**config.mk**
```make
export PLATFORM = sky130hd
export DESIGN_NAME = inst_fetch
export DESIGN_NICKNAME = d
export VERILOG_FILES = /design/src/rtl/inst_fetch.sv
export SDC_FILE = /design/constraint.sdc
export NUM_CORES = 1
export LEC_CHECK = 0
export CAP_MARGIN = 20
export CORE_ASPECT_RATIO = 1.25
export CORE_UTILIZATION = 45
export DETAILED_ROUTE_END_ITERATION = 10
export PLACE_DENSITY = 0.7
export RECOVER_POWER = 25
export SYNTH_ARGS = -nofsm -noshare
export SYNTH_HDL_FRONTEND = slang
export SYNTH_SLANG_ARGS = --single-unit
```
**constraint.sdc**
```tcl
create_clock -name clk -period 9.6 [get_ports clk]
set_input_delay 2.4 -clock clk [delete_from_list [all_inputs] [get_ports clk]]
set_output_delay 2.4 -clock clk [all_outputs]
set_load 0.02 [all_outputs]
```
**src/rtl/inst_fetch.sv**
```systemverilog
// rtl/inst_fetch.sv - instruction fetch unit with single outstanding request and 2-entry fetch buffer
module inst_fetch #(
    parameter logic [31:0] RESET_PC = 32'h0000_0000,
    parameter int          DEPTH    = 2
) (
    input  logic        clk,
    input  logic        rst_n,
    output logic        imem_req,
    output logic [31:0] imem_addr,
    input  logic        imem_gnt,
    input  logic        imem_rvalid,
    input  logic [31:0] imem_rdata,
    input  logic        redirect,
    input  logic [31:0] redirect_pc,
    input  logic        stall,
    output logic        if_valid,
    output logic [31:0] if_pc,
    output logic [31:0] if_inst
);
    localparam int CW = $clog2(DEPTH + 1);
    localparam int OW = CW + 1;
    localparam int IW = (DEPTH > 1) ? $clog2(DEPTH) : 1;
    localparam logic [31:0] NOP = 32'h0000_0013;

    logic [31:0]   fetch_pc;
    logic [31:0]   out_pc;
    logic          outstanding;
    logic          discard;
    logic [CW-1:0] count;
    logic [31:0]   fifo_pc   [DEPTH];
    logic [31:0]   fifo_inst [DEPTH];

    logic          rsp;
    logic          pop;
    logic          push;
    logic          grant;
    logic [OW-1:0] occ;
    logic [IW-1:0] wr_idx;

    // A response only counts when we are actually waiting for one; strays after reset are ignored.
    assign rsp      = imem_rvalid & outstanding;
    assign if_valid = rst_n & (count != '0);
    assign pop      = if_valid & ~stall;
    assign occ      = {1'b0, count} + OW'(outstanding) - OW'(pop);
    assign imem_req = rst_n & ~redirect & (~outstanding | rsp) & (occ < OW'(DEPTH));
    assign imem_addr = {fetch_pc[31:2], 2'b00};
    assign grant    = imem_req & imem_gnt;
    assign push     = rsp & ~discard & ~redirect;
    assign wr_idx   = IW'(count - CW'(pop));

    assign if_pc   = if_valid ? fifo_pc[0]   : 32'h0;
    assign if_inst = if_valid ? fifo_inst[0] : NOP;

    always_ff @(posedge clk) begin
        if (!rst_n) begin
            fetch_pc    <= RESET_PC;
            count       <= '0;
            outstanding <= 1'b0;
            discard     <= 1'b0;
        end else if (redirect) begin
            count       <= '0;
            fetch_pc    <= redirect_pc & ~32'h3;
            // An in-flight request that has not returned yet must be thrown away when it does.
            outstanding <= outstanding & ~imem_rvalid;
            discard     <= outstanding & ~imem_rvalid;
        end else begin
            if (grant) begin
                out_pc   <= fetch_pc;
                fetch_pc <= fetch_pc + 32'd4;
            end
            outstanding <= grant | (outstanding & ~rsp);
            if (rsp && discard) begin
                discard <= 1'b0;
            end
            if (pop) begin
                for (int i = 0; i < DEPTH - 1; i++) begin
                    fifo_pc[i]   <= fifo_pc[i + 1];
                    fifo_inst[i] <= fifo_inst[i + 1];
                end
            end
            if (push) begin
                fifo_pc[wr_idx]   <= out_pc;
                fifo_inst[wr_idx] <= imem_rdata;
            end
            count <= count + CW'(push) - CW'(pop);
        end
    end
endmodule

```
==> out/summary.txt <==
Routed wl met3: 917 µm
Core area: 16910 µm²
Core Util, Final: 0.6098
Layout Nets: 788
Worst-Margin Slew: 1730 ps
Placed insts: 916
Worst Setup End Kind: primary output
Starting Density: 0.4640
CP Buf/Inv Count: 4
Rel. slew slack: -0.1533
Critical Path AT: 5810 ps
Final setup TNS: 0 ps
Fin crit share: 0.8547
Worst Skew: 8.903 ps
Setup Buffers After CTS: 0
Max-cap violations: 1
Avg Cell Area, Syn: 14.11 µm²
CTS max path bufs: 2
Crit-path max FO: 23
Pwr/cell area: 169.0 nW/µm²
Total wire length: 16.15 mm
Critical path origin: rst_n
Commonest non-fill, non-tap cell in the layout: edfxtp_1
Worst setup path class: primary input to primary output
TritonRoute pass-1 iters: 4
Hold slack: 445.3 ps
#FFs+latches synth: 188
Fin cells: 948
RSZ-0062 raised after global routing: false
CP Depth: 9
Vias in the first global route: 5006
Htree depth: 4
EDFF count, synth: 154
Initial antenna violation count: 0
Req. time, crit path: 7200 ps
Top layer in use: met4
Post-DP HPWL: 10.41 mm
Static leakage: 3.581 nW
Hold Startpoint: out_pc[10]
Clk root buf: clkbuf_16
Worst path max stage delay: 650 ps
GRT Overall Usage: 0.1822
Synth Cell Area: 7846 µm²
DR WL met2: 8.191 mm
Synth unique cells: 52
Share of layout cells above drive strength 1: 0.1593
Worst r2r dst: fetch_pc[22]
FF-to-FF Start: count[1]
Register area: 5305 µm²
Most frequent cells in the layout: edfxtp_1 (154), clkdlybuf4s50_1 (113), mux2_2 (64), and2_1 (64), dlygate4sd3_1 (48)
ANT cells: 0
Worst-Skew Late Latency: 420 ps
Post-route ant nets: 0
CTS tree: built
Setup crit end: imem_req
Wire per inst: 17.03 µm
CTS Sinks: 188
Failing checks: capacitance limit, slew limit
CTS buffer count: 17
# fillers: 1316
IO Pins: 168
Area of the multi-input gates: 2406 µm²
Port bufs: 161
Initial DRC count: 428
Tightest Hold Check Type: register to register
Largest net degree at the start of global routing: 64
Max Slew Vio Count: 38
Synthesis warning total: 0
Post-synth ARST share: 0
Peak supply drop: 0.1238 mV
Primary FF master, synth: edfxtp_1
Total Power: 0.001742 W
Final Hold Vio Count: 0
Cell count after synthesis: 556
Crit path time final: 8205 ps
Fmax: 121.9 MHz
Via/cell ratio: 5.359
Status: complete, but fails checks
Fraction of the yosys area taken by sequential cells: 0.6761
Clk slew on worst S/H paths: 60 ps
Final setup fails: 0
Num rows: 53
Top cell family by delay on the critical path: buffers and inverters
Total congestion overflow: 0
Die area: 17970 µm²
Cts hold-fix bufs: 0
Area grow syn2layout: 31.41%
CP Launch Type: primary input
PostCTS Resize Cnt: 0
Max stage delay cell, worst path: clkdlybuf4s50_1
R2r setup slk: 5540 ps
WL met1: 6.766 mm
Critical Path, Cell by Cell: clkdlybuf4s50_1 > buf_4 > inv_1 > nor4b_1 > o21ai_0 > fa_1 > xor2_1 > nor4b_1 > clkdlybuf4s50_1
Vias after detailed routing: 5080
First-pass GRT wire length: 25.35 mm
GP Congestion: 0.8237
Die Width: 120.1 µm
DRC Markers: 0
R2r worst-path depth: 10
Die height: 149.6 µm
-- worst min-delay path by stage --
stage                           endpoint  slack (ps)  cells after the start
final                     fifo_pc[1][10]         450                      0
after global routing      fifo_pc[1][10]         450                      0
after CTS                 fifo_pc[1][10]         450                      0
after detailed placement  fifo_pc[1][14]         440                      0
after global placement    fifo_pc[1][10]         430                      0
after floorplan           fifo_pc[1][10]         420                      0
-- worst register-to-register path, stage by stage (launching register included) --
cell	delay, ps
dfxtp_1	470
nor4b_1	470
o21ai_0	210
fa_1	400
xor2_1	170
or4_4	680
clkinv_1	370
buf_4	440
nand3_1	250
o211a_1	280
o31a_1	230
-- through the flow --
step / instance area (µm²) / setup WS, ps
global placement: 9681 / 1442
CTS: 10310 / 1359
finish: 10310 / 1395
global route: 10310 / 1137
floorplan: 7858 / 1684
detailed placement: 9681 / 1371
-- area by class of cell --
cell class | instances | share of cell area
repair buffers | 168 | 0.1610
well taps | 220 | 0.02670
clock buffers | 22 | 0.04599
flip-flops and latches | 188 | 0.5145
inverters | 8 | 0.002912
multi-input cells | 332 | 0.2333
clock inverters | 10 | 0.01553
-- flip-flops by register name, indices dropped and copies added, names as in the netlist --
| register | flops |
|---|---|
| count | 2 |
| outstanding | 1 |
| out_pc | 30 |
| fetch_pc | 30 |
| fifo_inst | 64 |
| fifo_pc | 60 |
| discard | 1 |
-- synthesized netlist by cell type (3+ instances only) --
| cell type | number | area share |
|---|---|---|
| inv_1 | 7 | 0.0033 |
| edfxtp_1 | 154 | 0.59 |
| and2_1 | 64 | 0.051 |
| o211ai_1 | 3 | 0.0029 |
| nand3_1 | 15 | 0.0096 |
| o21ai_0 | 18 | 0.011 |
| mux2_2 | 64 | 0.092 |
| nor4b_1 | 3 | 0.0033 |
| a31o_2 | 4 | 0.0045 |
| dfxtp_1 | 34 | 0.087 |
| nor2_1 | 13 | 0.0062 |
| and4_1 | 3 | 0.0033 |
| buf_2 | 3 | 0.0019 |
| a32oi_1 | 5 | 0.0056 |
| a21oi_1 | 23 | 0.015 |
| or2_2 | 3 | 0.0024 |
| xor2_1 | 5 | 0.0056 |
| nand2_1 | 26 | 0.012 |
| o21a_1 | 5 | 0.0048 |
| a2bb2oi_1 | 3 | 0.0033 |
| buf_4 | 4 | 0.0038 |
| and3_1 | 11 | 0.0088 |
| nor4_1 | 4 | 0.0032 |
| nand4_1 | 13 | 0.010 |
| mux2i_1 | 4 | 0.0051 |
| a31oi_1 | 5 | 0.0040 |
| nor3_1 | 8 | 0.0051 |
| clkbuf_1 | 22 | 0.011 |
-- routing by layer --
metal | GRT usage | vias up
li1 | - | 2401
met1 | 0.2214 | 2441
met2 | 0.3187 | 216
met3 | 0.03849 | 22
met4 | 0.06438 | 0
met5 | 0 | -
-- cell families after synthesis --
kind of cell / count (synthesis) / share of synthesized area
XOR/XNOR: 6 / 0.006697
AO/OA/AOI/OAI: 78 / 0.06379
adder cells (fa/ha/maj): 3 / 0.005740
other: 1 / 0.0004779
buffers and inverters: 39 / 0.02296
flip-flops: 188 / 0.6761
multiplexers: 68 / 0.09695
AND/OR/NAND/NOR: 173 / 0.1273
-- power by group --
part	switching [W]	leakage (nW)	internal (W)	total (W)
Sequential	0.0000158	1.68	0.000892	0.000907
Combinational	0.0000470	1.59	0.0000485	0.0000955
Clock	0.000282	0.310	0.000457	0.000739
Total	0.000345	3.58	0.00140	0.00174
(Power assumes the default switching activity.)
